===== config.mk =====
export PLATFORM = sky130hd
export DESIGN_NAME = bpsk_bit_sync
export DESIGN_NICKNAME = d
export VERILOG_FILES = /design/src/rtl/bit_sync_pkg.sv /design/src/rtl/bit_sync_zc_det.sv /design/src/rtl/bpsk_bit_sync.sv
export SDC_FILE = /design/constraint.sdc
export NUM_CORES = 1
export LEC_CHECK = 0
export ABC_CLOCK_PERIOD_IN_PS = 2700
export CAP_MARGIN = 20
export CORE_MARGIN = 2
export CORE_UTILIZATION = 25
export CTS_CLUSTER_SIZE = 20
export DETAILED_ROUTE_END_ITERATION = 16
export PLACE_DENSITY_LB_ADDON = 0.1
export SLEW_MARGIN = 20
export SYNTH_ARGS = -nofsm -noshare
export SYNTH_HDL_FRONTEND = slang
export SYNTH_HIERARCHICAL = 1
export SYNTH_SLANG_ARGS = --single-unit

===== constraint.sdc =====
create_clock -name clk -period 2.7 [get_ports clk]
set_input_delay 0.405 -clock clk [delete_from_list [all_inputs] [get_ports clk]]
set_output_delay 0.405 -clock clk [all_outputs]
set_load 0.1 [all_outputs]

===== src/rtl/bit_sync_pkg.sv =====
// bit_sync_pkg: shared types and default widths for the BPSK bit synchroniser.
package bit_sync_pkg;

    localparam int unsigned DW_DEF    = 12;
    localparam int unsigned CNT_W_DEF = 8;
    localparam int unsigned ACC_W_DEF = DW_DEF + CNT_W_DEF;

    typedef enum logic [1:0] {
        SEARCH = 2'd0,
        TRACK  = 2'd1,
        LOCKED = 2'd2
    } state_t;

    typedef logic signed [CNT_W_DEF-1:0] err_t;

endpackage


===== src/rtl/bit_sync_zc_det.sv =====
// bit_sync_zc_det: hysteresis sign tracker; zc_c pulses on the sample that flips the sign.
module bit_sync_zc_det
    import bit_sync_pkg::*;
#(
    parameter int unsigned DW   = DW_DEF,
    parameter int unsigned HYST = 64
) (
    input  logic                 clk,
    input  logic                 rst,
    input  logic                 en,
    input  logic signed [DW-1:0] sample,
    output logic                 zc_c
);

    localparam logic signed [DW-1:0] HYST_POS = DW'(HYST);
    localparam logic signed [DW-1:0] HYST_NEG = -HYST_POS;

    logic pos;

    always_comb begin
        zc_c = en && (pos ? (sample < HYST_NEG) : (sample > HYST_POS));
    end

    always_ff @(posedge clk) begin
        if (!rst) begin
            pos <= 1'b1;
        end else if (zc_c) begin
            pos <= ~pos;
        end
    end

endmodule


===== src/rtl/bpsk_bit_sync.sv =====
// bpsk_bit_sync: zero-crossing DPLL symbol timing, integrate-and-dump slicer and lock detector.
// Build option BIT_SYNC_DIFF_DECODE_EN: differentially decode the sliced bits.
module bpsk_bit_sync
    import bit_sync_pkg::*;
#(
    parameter int unsigned DW       = DW_DEF,
    parameter int unsigned SPS_NOM  = 100,
    parameter int unsigned CNT_W    = CNT_W_DEF,
    parameter int unsigned ADJ_STEP = 1,
    parameter int unsigned HYST     = 64,
    parameter int unsigned LOCK_TOL = 2,
    parameter int unsigned LOCK_CNT = 4
) (
    input  logic                    clk,
    input  logic                    rst,
    input  logic                    en,
    input  logic signed [DW-1:0]    demod_in,
    output logic                    bit_out,
    output logic                    bit_valid,
    output logic                    locked,
    output logic signed [CNT_W-1:0] timing_err
);

    localparam int unsigned ACC_W = DW + CNT_W;
    localparam int unsigned GW    = $clog2(LOCK_CNT + 1);

    localparam logic [CNT_W-1:0]        SPS    = CNT_W'(SPS_NOM);
    localparam logic [CNT_W-1:0]        PER_HI = CNT_W'(SPS_NOM + ADJ_STEP);
    localparam logic [CNT_W-1:0]        PER_LO = CNT_W'(SPS_NOM - ADJ_STEP);
    localparam logic [CNT_W-1:0]        HALF   = CNT_W'(SPS_NOM / 2);
    localparam logic signed [CNT_W-1:0] TOL    = CNT_W'(LOCK_TOL);
    localparam logic [GW-1:0]           LCNT   = GW'(LOCK_CNT);

    state_t                    state, state_nxt;
    logic [CNT_W-1:0]          cnt, period;
    logic signed [ACC_W-1:0]   acc;
    logic signed [CNT_W-1:0]   pend;
    logic [GW-1:0]             good, bad;

    logic                      zc_c, align_c, emit_c, wrap_c, good_zc_c, slice_c, bit_d_c;
    logic signed [CNT_W-1:0]   err_c, err_sel_c;
    logic signed [ACC_W-1:0]   ext_c, final_c;

    bit_sync_zc_det #(
        .DW   (DW),
        .HYST (HYST)
    ) u_zc (
        .clk    (clk),
        .rst    (rst),
        .en     (en),
        .sample (demod_in),
        .zc_c   (zc_c)
    );

    // Timing error folds the count around the nominal mid-symbol point.
    always_comb begin
        wrap_c    = en && (cnt == period - CNT_W'(1));
        err_c     = (cnt < HALF) ? $signed(cnt) : $signed(cnt - SPS);
        good_zc_c = (err_c <= TOL) && (err_c >= -TOL);
        err_sel_c = zc_c ? err_c : pend;
        ext_c     = {{CNT_W{demod_in[DW-1]}}, demod_in};
        final_c   = acc + ext_c;
        slice_c   = ~final_c[ACC_W-1];
    end

    always_ff @(posedge clk) begin
        if (!rst) begin
            state <= SEARCH;
        end else begin
            state <= state_nxt;
        end
    end

    always_comb begin
        state_nxt = state;
        case (state)
            SEARCH:  if (zc_c) state_nxt = TRACK;
            TRACK:   if (zc_c && good_zc_c && (good + GW'(1)) == LCNT) state_nxt = LOCKED;
            LOCKED:  if (zc_c && !good_zc_c && (bad + GW'(1)) == LCNT) state_nxt = SEARCH;
            default: state_nxt = SEARCH;
        endcase
    end

    always_comb begin
        align_c = 1'b0;
        emit_c  = 1'b0;
        case (state)
            SEARCH:        align_c = zc_c;
            TRACK, LOCKED: emit_c  = wrap_c;
            default:       ;
        endcase
    end

`ifdef BIT_SYNC_DIFF_DECODE_EN
    logic prev_slice;

    always_comb bit_d_c = slice_c ^ prev_slice;

    always_ff @(posedge clk) begin
        if (!rst) begin
            prev_slice <= 1'b0;
        end else if (en) begin
            if (state != SEARCH && state_nxt == SEARCH) begin
                prev_slice <= 1'b0;
            end else if (emit_c) begin
                prev_slice <= slice_c;
            end
        end
    end
`else
    always_comb bit_d_c = slice_c;
`endif

    // Hard align treats the first crossing as sample 0 of a fresh symbol.
    always_ff @(posedge clk) begin
        if (!rst) begin
            cnt        <= '0;
            period     <= SPS;
            acc        <= '0;
            pend       <= '0;
            good       <= '0;
            bad        <= '0;
            bit_out    <= 1'b0;
            bit_valid  <= 1'b0;
            locked     <= 1'b0;
            timing_err <= '0;
        end else begin
            bit_valid <= 1'b0;
            if (en) begin
                bit_valid <= emit_c;
                locked    <= (state_nxt == LOCKED);
                if (emit_c) begin
                    bit_out <= bit_d_c;
                end
                if (align_c) begin
                    cnt        <= CNT_W'(1);
                    acc        <= ext_c;
                    pend       <= '0;
                    period     <= SPS;
                    timing_err <= '0;
                    good       <= '0;
                    bad        <= '0;
                end else begin
                    cnt <= wrap_c ? '0 : cnt + CNT_W'(1);
                    acc <= (cnt == '0) ? ext_c : final_c;
                    if (zc_c) begin
                        timing_err <= err_c;
                        pend       <= err_c;
                        if (state == TRACK) begin
                            good <= good_zc_c ? good + GW'(1) : '0;
                            bad  <= '0;
                        end
                        if (state == LOCKED) begin
                            bad <= good_zc_c ? '0 : bad + GW'(1);
                        end
                    end
                    if (wrap_c) begin
                        pend <= '0;
                        if (!err_sel_c[CNT_W-1] && err_sel_c != '0) begin
                            period <= PER_HI;
                        end else if (err_sel_c[CNT_W-1]) begin
                            period <= PER_LO;
                        end else begin
                            period <= SPS;
                        end
                    end
                end
            end
        end
    end

endmodule

==> results of run 1 <==
==> state kept, by name (all words and copies together), names as in the netlist <==
name	count
bit_out	1
bad	3
acc	20
cnt	8
good	3
period	3
bit_valid	1
timing_err	8
pend	8
u_zc/pos	1
state	2
locked	1
==> what timing repair did <==
action,CTS,global route
hold endpoints to repair,0,0
pin swaps,10,9
endpoints found under the setup margin,5,11
setup buffers,2,1
gates resized for setup,13,14
==> where the power goes <==
part | leakage (nW) | internal, mW | total (mW) | switching, mW
clock | 0.165 | 0.899 | 1.35 | 0.450
sequential | 0.482 | 0.910 | 0.937 | 0.0272
combinational | 1.72 | 0.357 | 0.743 | 0.386
==> cell families after synthesis <==
kind of cell	count (synthesis)	share of synthesized area
and+or+nand+nor	194	0.2290
buffers and inverters	50	0.05075
xor gates and xnor gates	26	0.05499
DFF	59	0.2852
muxes	3	0.007553
AOI/OAI and AO/OA	159	0.2619
adders and majority gates	36	0.1106
==> worst reg2reg max path, stage by stage (launching register included) <==
cell     delay, ns
dfxtp_1       0.32
ha_1          0.32
nor2b_1       0.16
o31a_1        0.26
o31a_1        0.34
a211o_1       0.28
o41a_1        0.35
a31oi_1       0.21
xor2_1        0.16
o21ai_1       0.08
==> per-stage QoR <==
step	cell area (um2)	utilization	total power [mW]
finish	5608	0.3418	3.030
global route	5608	0.3418	3.213
CTS	5539	0.3376	3.071
detailed placement	5142	0.3134	1.669
global placement	5142	0.3134	1.671
floorplan	4143	-	1.372
==> worst max path at each step <==
stage	end	slack, ns	cells after the start
after detailed placement	acc[18]	-0.45	12
final	acc[18]	0.11	10
after floorplan	acc[19]	0.02	10
after CTS	acc[18]	0.003	11
after global placement	acc[18]	-0.44	12
after global routing	acc[19]	-0.03	10
==> cell usage in the layout, fill, tap and decap left out, types with 4 or more instances in the layout <==
cell            netlist  routed
a211oi_1              7       6
a21o_1                4       4
a21oi_1              49      47
a21oi_2               2       4
a22oi_1              11      11
a311oi_1              4       4
a31oi_1               6       6
and3_1                4       4
buf_4                 2      96
clkbuf_16             0       9
dfxtp_1              59      58
dlygate4sd2_1         0       5
dlymetal6s2s_1        0       6
ha_1                 35      30
ha_4                  0       5
inv_1                21      19
nand2_1              40      40
nand2b_1              7       7
nand3_1              16      16
nand4_1               6       6
nor2_1               69      69
nor3_1               18      18
nor4_1                7       6
o21a_1                9       9
o21ai_0              24      24
o22ai_1               4       4
o31ai_1               5       5
or3_1                 5       5
xnor2_1              15      15
xor2_1               11      11
==> area by class of cell <==
cell class	instances	area, um2
Clock buffer	9	225.2
Clock inverter	7	116.4
Fill cell	1703	10800
Inverter	22	82.58
Multi-Input combinational cell	418	2841
Sequential cell	59	1182
Tap cell	220	275.3
Timing Repair Buffer	111	884.6
==> layer usage <==
| layer | vias up | track usage | wire length [um] | share of wire |
|---|---|---|---|---|
| met5 | - | 0 | 0 | 0 |
| met4 | 0 | 0.06093 | 232 | 0.019 |
| met3 | 14 | 0.02337 | 243 | 0.020 |
| met2 | 44 | 0.2490 | 5912 | 0.48 |
| met1 | 1927 | 0.1822 | 5914 | 0.48 |
| li1 | 2109 | - | - | - |
==> metrics.md, run 1 <==
| Metric | Value |
|---|---|
| Status | `finished, final reports clean` |
| CP Data Arrival Time | `2.82 ns` |
| Worst Hold Endpoint | `acc[5]` |
| FF-to-FF path depth | `9` |
| Reg2reg start | `acc[2]` |
| CP max stage delay | `0.35 ns` |
| Antenna-violating nets left | `0` |
| # port buffers | `25` |
| Number of buffers created by CTS | `9` |
| Root Driver | `clkbuf_16` |
| Slew Limit Fails | `0` |
| WHS Path Cells | `3` |
| Top post-synthesis cells by count | `nor2_1 (69), dfxtp_1 (59), a21oi_1 (49)` |
| Antenna diodes | `0` |
| Final worst slack | `0.1129 ns` |
| Max clock buf depth | `2` |
| Tmin final | `2.587 ns` |
| Setup CP Type | `in -> reg` |
| Layout cells sized above 1 | `0.2268` |
| Register area share after synthesis | `0.2852` |
| Clk pin slew, worst setup/hold paths | `0.06 ns` |
| Crit-path cells | `dlygate4sd2_1 > ha_1 > nor2b_1 > o31a_1 > o31a_1 > a211o_1 > o41a_1 > a31oi_1 > xor2_1 > o21ai_1` |
| Overflow left after global routing | `0` |
| Slew margin rel. | `0.5855` |
| Setup Viol. Count Final | `0` |
| Antenna violations before repair | `0` |
| CP Capture Type | `flip-flop` |
| Vias per cell | `4.839` |
| Top cell type's share of synthesized area | `0.2852` |
| Critical path's top delay family | `compound AO/OA/AOI/OAI gates` |
| Total negative slack | `0 ns` |
| Cell taking the most area after synthesis | `dfxtp_1` |
| WL final | `12300 um` |
| Height of the die | `132.7 um` |
| Synthesized cell area | `4141 um2` |
| Area growth syn-to-layout | `35.41%` |
| WP data required | `2.94 ns` |
| Synth Register Bits | `59` |
| Total GRT Usage | `0.1458` |
| Largest net degree at the start of global routing | `37` |
| Mapped Nets | `578` |
| Synth Flop Type | `dfxtp_1` |
| Post-synth EDFFs | `0` |
| Critical-path top delay cell | `o41a_1` |
| Pre-CTS setup slack | `-0.4536 ns` |
| Clock Skew | `0.007813 ns` |
| Final period utilization | `0.9582` |
| Synthesized area per cell | `7.859 um2` |
| Placer Congestion | `0.7857` |
| Worst Hold Class | `in -> reg` |
| Row cnt | `47` |
| H-tree depth | `3` |
| # Max-Cap Violations | `0` |
| Max IR drop VDD | `0.3184 mV` |
| Avg WL per Cell | `14.54 um` |
| P per Cell Area | `540.3 nW/um2` |
| Startpoint types | `input pin` |
| Via count | `4094` |
| CTS Hold Bufs | `0` |
| Critical Path Most Common Cell | `o31a_1` |
| Ranking of synthesized cells by area | `dfxtp_1 (29%), ha_1 (11%), nor2_1 (6.3%)` |
| Die area | `17610 um2` |
| Tightest Pin Transition | `0.6170 ns` |
| FMAX | `0.3865 GHz` |
| Dpl hpwl | `8928 um` |
| Fin. Hold Viols | `0` |
| DR iter-0 viols | `198` |
| # DRC | `0` |
| Worst path buffer plus inverter count | `1` |
| P_leak | `2.362 nW` |
| Placed cells | `827` |
| Hold_ws | `0.4238 ns` |
| Fin cells | `846` |
| Vias in the first global route | `4114` |
| CTS tree | `yes` |
| Hold path start | `demod_in[5]` |
| Io pins | `26` |
| Maximum fanout along the worst path | `3` |
| Initial Utilization | `0.2524` |
| First-pass GRT wire length | `20390 um` |
| Top-count cell post-synth | `nor2_1` |
| TritonCTS Sinks | `59` |
| Ys async rst share | `0` |
| Distinct cells, synth | `71` |
| R2R setup slack | `0.12 ns` |
| Critical Path Start | `demod_in[2]` |
| DRT Pass-1 Iters | `4` |
| Worst-Skew Late Latency | `0.34 ns` |
| RSZ-0062 raised after global routing | `yes` |
| Synth Warn # | `6` |
| Die X | `132.7 um` |
| RR Endpoint | `acc[18]` |
| Nets | `672` |
| Mapped Cells | `527` |
| Area of the core | `16410 um2` |
No activity file was read; power rests on OpenSTA's default activity.
==> inputs of run 2 (changes only) <==
ABC_CLOCK_PERIOD_IN_PS = 3100   (was 2700)
MAX_ROUTING_LAYER = met4   (was unset)
clock period = 3.1 ns   (was 2.7 ns; I/O delays follow)
==> metrics.md, run 2 (same netlist as run 1, synthesis figures left out) <==
| Metric | Value |
|---|---|
| Placed cells | `794 (was 827)` |
| Via count | `3933 (was 4094)` |
| Clk pin slew, worst setup/hold paths | `0.06 ns (about the same)` |
| Power consumption | `2.393 mW (was 3.030 mW)` |
| R2R setup slack | `0.44 ns (was 0.12 ns)` |
| Antenna violations before repair | `0 (unchanged)` |
| Max IR drop VDD | `0.2773 mV (was 0.3184 mV)` |
| Overflow left after global routing | `0 (unchanged)` |
| Max clock buf depth | `2 (unchanged)` |
| Post CTS Setup Buffer Count | `0 (was 2)` |
| Hold path start | `good[1] (was demod_in[5])` |
| Antenna diodes | `0 (unchanged)` |
| Slew margin rel. | `0.6968 (was 0.5855)` |
| Area of the core | `16410 um2 (unchanged)` |
| FF-to-FF path depth | `10 (was 9)` |
| M2 GR Usage | `0.2337 (was 0.2490)` |
| Row cnt | `47 (unchanged)` |
| Reg2reg start | `cnt[3] (was acc[2])` |
| Final period utilization | `0.9214` |
| Critical Path Start | `demod_in[11] (was demod_in[2])` |
| Fin cells | `810 (was 846)` |
| Setup Viol. Count Final | `0 (unchanged)` |
| Total negative slack | `0 ns (unchanged)` |
| Largest net degree at the start of global routing | `39 (was 37)` |
| Layout cells sized above 1 | `0.1576 (was 0.2268)` |
| CP Data Arrival Time | `3.08 ns (was 2.82 ns)` |
| Crit-path cells | `clkdlybuf4s50_1 > ha_1 > a211o_1 > nor4_1 > a21oi_1 > a211oi_1 > nand2b_1 > mux2i_1 > o31a_1 (was dlygate4sd2_1 > ha_1 > nor2b_1 > o31a_1 > o31a_1 > a211o_1 > o41a_1 > a31oi_1 > xor2_1 > o21ai_1)` |
| Post-CTS resize count | `0 (was 13)` |
| Commonest non-fill, non-tap cell in the layout | `nor2_1 (was buf_4)` |
| # port buffers | `25 (unchanged)` |
| WL final | `11520 um (was 12300 um)` |
| P per Cell Area | `461.5 nW/um2 (was 540.3 nW/um2)` |
| # Max-Cap Violations | `0 (unchanged)` |
| Io pins | `26 (unchanged)` |
| RSZ-0062 raised after global routing | `no (was yes)` |
| Slew Limit Fails | `0 (unchanged)` |
| Max reg flops | `20 (unchanged)` |
| Grt met1 use | `0.1709 (was 0.1822)` |
| Height of the die | `132.7 um (unchanged)` |
| CP Capture Type | `flip-flop (unchanged)` |
| Avg WL per Cell | `14.23 um (was 14.54 um)` |
| Most frequent cells in the layout | `nor2_1 (69), buf_4 (61), dfxtp_1 (59) (was buf_4 (96), nor2_1 (69), dfxtp_1 (58))` |
| Startpoint types | `input pin (unchanged)` |
| CP max stage delay | `0.51 ns (was 0.35 ns)` |
| Tightest Pin Transition | `0.4517 ns (was 0.6170 ns)` |
| CTS tree | `yes (unchanged)` |
| Worst Hold Endpoint | `good[1] (was acc[5])` |
| Status | `finished, final reports clean (unchanged)` |
| Fin util | `0.3160 (was 0.3418)` |
| Clock Skew | `0.005261 ns (was 0.007813 ns)` |
| P_leak | `2.093 nW (was 2.362 nW)` |
| Tmin final | `2.856 ns` |
| Maximum fanout along the worst path | `7 (was 3)` |
| Placer Congestion | `0.8061 (was 0.7857)` |
| Initial Utilization | `0.2524 (unchanged)` |
| DRT Pass-1 Iters | `4 (unchanged)` |
| Dpl hpwl | `8458 um (was 8928 um)` |
| Antenna-violating nets left | `0 (unchanged)` |
| Total GRT Usage | `0.1415 (was 0.1458)` |
| RR Endpoint | `locked (was acc[18])` |
| Worst Hold Class | `reg -> reg (was in -> reg)` |
| Fin. Hold Viols | `0 (unchanged)` |
| Biggest register | `acc (unchanged)` |
| WP data required | `3.33 ns (was 2.94 ns)` |
| Area growth syn-to-layout | `25.20% (was 35.41%)` |
| CTS Hold Bufs | `0 (unchanged)` |
| Nets | `636 (was 672)` |
| TritonCTS Sinks | `59 (unchanged)` |
| Vias per cell | `4.856 (was 4.839)` |
| Setup CP Type | `in -> reg (unchanged)` |
| Number of buffers created by CTS | `9 (unchanged)` |
| Critical-path top delay cell | `clkdlybuf4s50_1 (was o41a_1)` |
| # DRC | `0 (unchanged)` |
| H-tree depth | `3 (unchanged)` |
| Hold_ws | `0.4569 ns (was 0.4238 ns)` |
| First-pass GRT wire length | `19280 um (was 20390 um)` |
| GR peak layer | `met2 (unchanged)` |
| Vias in the first global route | `3850 (was 4114)` |
| Met3 global-route usage | `0.03410 (was 0.02337)` |
| Die area | `17610 um2 (unchanged)` |
| Worst path buffer plus inverter count | `1 (unchanged)` |
| Die X | `132.7 um (unchanged)` |
| WHS Path Cells | `2 (was 3)` |
| DR iter-0 viols | `129 (was 198)` |
| FMAX | `0.3501 GHz` |
| Worst-Skew Late Latency | `0.34 ns (about the same)` |
| Root Driver | `clkbuf_16 (unchanged)` |
| Critical path's top delay family | `compound AO/OA/AOI/OAI gates (unchanged)` |
==> run 2: cell types whose count changed in the layout (fill, tap and decap cells not counted), moves of 5 or more <==
cell,before,now
buf_4,96,61
clkdlybuf4s50_1,2,13
dlygate4sd2_1,5,0
dlymetal6s2s_1,6,0
ha_1,30,35
ha_4,5,0
==> run 2: worst min-delay path: stages, from the launching register on <==
cell,delay [ns]
dfxtp_1,0.31
nand2_1,0.05
a21oi_1,0.05
==> run 2: power breakdown <==
part,leakage (nW),switching (mW),internal [mW]
sequential,0.481,0.0229,0.792
combinational,1.47,0.308,0.246
clock,0.146,0.396,0.627
==> run 2: worst max-delay path by stage <==
stage | end | slack, ns | cells after the start
6_report | acc[19] | 0.24 | 9
5_1_grt | acc[18] | 0.04 | 12
4_1_cts | acc[19] | 0.23 | 9
3_5_place_dp | acc[19] | -0.13 | 9
3_3_place_gp | acc[19] | -0.12 | 9
2_1_floorplan | acc[19] | 0.34 | 10
==> run 2: per-stage QoR <==
stage	cell area (um2)	setup WS, ns
floorplan	4141	0.3388
detailed placement	4882	-0.1322
global route	5185	0.04430
finish	5185	0.2435
global placement	4882	-0.1183
CTS	5185	0.2257
==> run 2: per-layer routing <==
layer  vias up  part of all wire  routed length [um]
li1       2042                 -                   -
met1      1840              0.48                5495
met2        35              0.48                5506
met3        16             0.029                 331
met4         0             0.017                 191
met5         -                 0                   0
==> run 2: final cells by class <==
| cell class | count | area [um2] |
|---|---|---|
| Multi-Input combinational cell | 418 | 2750 |
| Clock inverter | 7 | 77.57 |
| Fill cell | 1776 | 11220 |
| Inverter | 22 | 82.58 |
| Timing Repair Buffer | 75 | 593.1 |
| Sequential cell | 59 | 1181 |
| Clock buffer | 9 | 225.2 |
| Tap cell | 220 | 275.3 |
==> RTL change: new RTL, flow settings as in run 1 <==
Add a define of `BIT_SYNC_DIFF_DECODE_EN`.
--- a/src/rtl/bpsk_bit_sync.sv
+++ b/src/rtl/bpsk_bit_sync.sv
@@ -1,5 +1,7 @@
 // bpsk_bit_sync: zero-crossing DPLL symbol timing, integrate-and-dump slicer and lock detector.
 // Build option BIT_SYNC_DIFF_DECODE_EN: differentially decode the sliced bits.
+`define BIT_SYNC_DIFF_DECODE_EN
+
 module bpsk_bit_sync
     import bit_sync_pkg::*;
 #(
Formal check against the unedited RTL: same outputs for any inputs over 10 cycles, from zero or initial values and one cycle with rst low; that may be too few to reach the edited logic, so the function may still have changed.
==> RTL change against run 1 <==
Power decreased by 1.1%; count of clock-buffer cells in the layout increased by 1; first-iteration DRC count fell by 39%; die area is 0.38% lower; sequential cell count grew 1; worst setup slack gained 0.016 ns; non-clock buffer count grew 25; final area rose by 3.1%; global-route usage about the same; cell count up 3.4%; area after synthesis is 0.39% lower; wire length increased by 0.48%; critical endpoint is now prev_slice$_SDFFE_PN0P_.
==> RTL change: results (changes against run 1) <==
Fin Clk Skew=0.00790 ns (was 0.00781 ns); mux contribution to synthesized area=1.49% (was 0.755%); xor and xnor area share after synthesis=6.37% (was 5.50%); compound-cell area share of the yosys netlist=25.1% (was 26.2%); maximum number of pins on one net before global-route repair=42 (was 37); setup bufs post-CTS=0 (was 2); worst flop-to-flop path endpoint=prev_slice$_SDFFE_PN0P_ (was acc[18]$_SDFFE_PN0P_); global routing usage on met1=18.1% (was 18.2%); Crit. End Element=register (unchanged); Worst Hold Depth=2 (was 3); all-layer global routing usage=14.5% (was 14.6%); GP Congestion=0.846 (was 0.786); hold endpoint=bad[2]$_SDFFE_PN0P_ (was acc[5]$_SDFFE_PN0P_); WP data arrival=2.78 ns (was 2.82 ns); Synth Area per Inst=7.73 sq um (was 7.86 sq um); hold_ws=0.459 ns (was 0.424 ns); post-synth net total=585 (was 578); Cell variety after synth=63 (was 71); M2 GR Usage=24.7% (was 24.9%); synth top area cells=dfxtp_1 (29%), ha_1 (11%), nor2_1 (6.3%), a21oi_1 (5.5%), xnor2_1 (4.2%) (was dfxtp_1 (29%), ha_1 (11%), nor2_1 (6.3%), a21oi_1 (5.9%), nand2_1 (3.6%)); Placement Cell Area=0.00531 sq mm (was 0.00514 sq mm); Post-Synth Adder-Cell Area=11.1% (about the same); measured slew at the worst slew-check pin=0.512 ns (was 0.617 ns); WL/cell=14.1 um (was 14.5 um); Rel. slew slack=65.4% (was 58.6%); worst slack, placed=-0.489 ns (was -0.454 ns); peak supply drop=0.000281 V (was 0.000318 V); placed cell count=855 (was 827); routed vias=4193 (was 4094); static leakage power=2.42 nW (was 2.36 nW); top routing layer used=met4 (unchanged); number of DRC markers in iteration 0=120 (was 198); CP peak stage delay=0.39 ns (was 0.35 ns); Post-synth top cells=nor2_1 (69), dfxtp_1 (60), a21oi_1 (45) (was nor2_1 (69), dfxtp_1 (59), a21oi_1 (49)); first-pass GRT wire length=20.7 mm (was 20.4 mm); status=complete, no violations (unchanged); final HPWL from detailed placement=9.26 mm (was 8.93 mm); Worst Setup SP=cnt[2]$_SDFFE_PN0P_ (was demod_in[2]); met1 WL=5.94 mm (was 5.91 mm); Reg clk slew, reported paths=~0.05 ns; Layout Nets=705 (was 672); crit path max fanout=4 (was 3); wire length on met3=337 um (was 243 um); metal2 WL=5.89 mm (was 5.91 mm); sequential cell area fraction in the yosys report=29.1% (was 28.5%); Slowest-stage cell, CP=a2111oi_2 (was o41a_1); Max clock buf depth=2 (unchanged); Hold Startpoint=bad[2]$_SDFFE_PN0P_ (was demod_in[5]); FF-to-FF Start=cnt[2]$_SDFFE_PN0P_ (was acc[2]$_SDFFE_PN0P_); Worst Hold Class=register to register (was input port to register); quantity of gates resized following cts=7 (was 13); fin worst setup slack=0.128 ns (was 0.113 ns); Vias/cell=4.79 (was 4.84); met3 GRT Util=3.22% (was 2.34%); layout cells sized above 1=25.6% (was 22.7%)
==> RTL change: cell count changes in the layout (fill, tap and decap cells not counted), moves of 4 or more <==
cell | run 1 | this run
o21ai_1 | 2 | 6
xnor2_1 | 15 | 20
nand2b_1 | 7 | 2
inv_1 | 19 | 23
dlygate4sd2_1 | 5 | 0
clkdlybuf4s50_1 | 2 | 11
dlymetal6s2s_1 | 6 | 2
o211ai_1 | 3 | 8
a22oi_1 | 11 | 16
a21oi_1 | 47 | 43
buf_4 | 96 | 121
o21a_1 | 9 | 4
ha_4 | 5 | 0
==> RTL change: cell type report <==
type                       count  area (sq um)
clock buffer                  10           229
sequential                    60          1200
clock inverter                 6          88.8
tap                          216           270
timing repair buffer         136          1070
inverter                      25          93.8
multi-input combinational    422          2830
fill                        1721         10200
==> RTL change: power by group <==
| group | switching, mW | internal, mW | total (mW) |
|---|---|---|---|
| sequential | 0.0227 | 0.922 | 0.945 |
| combinational | 0.411 | 0.383 | 0.794 |
| clock | 0.449 | 0.808 | 1.26 |
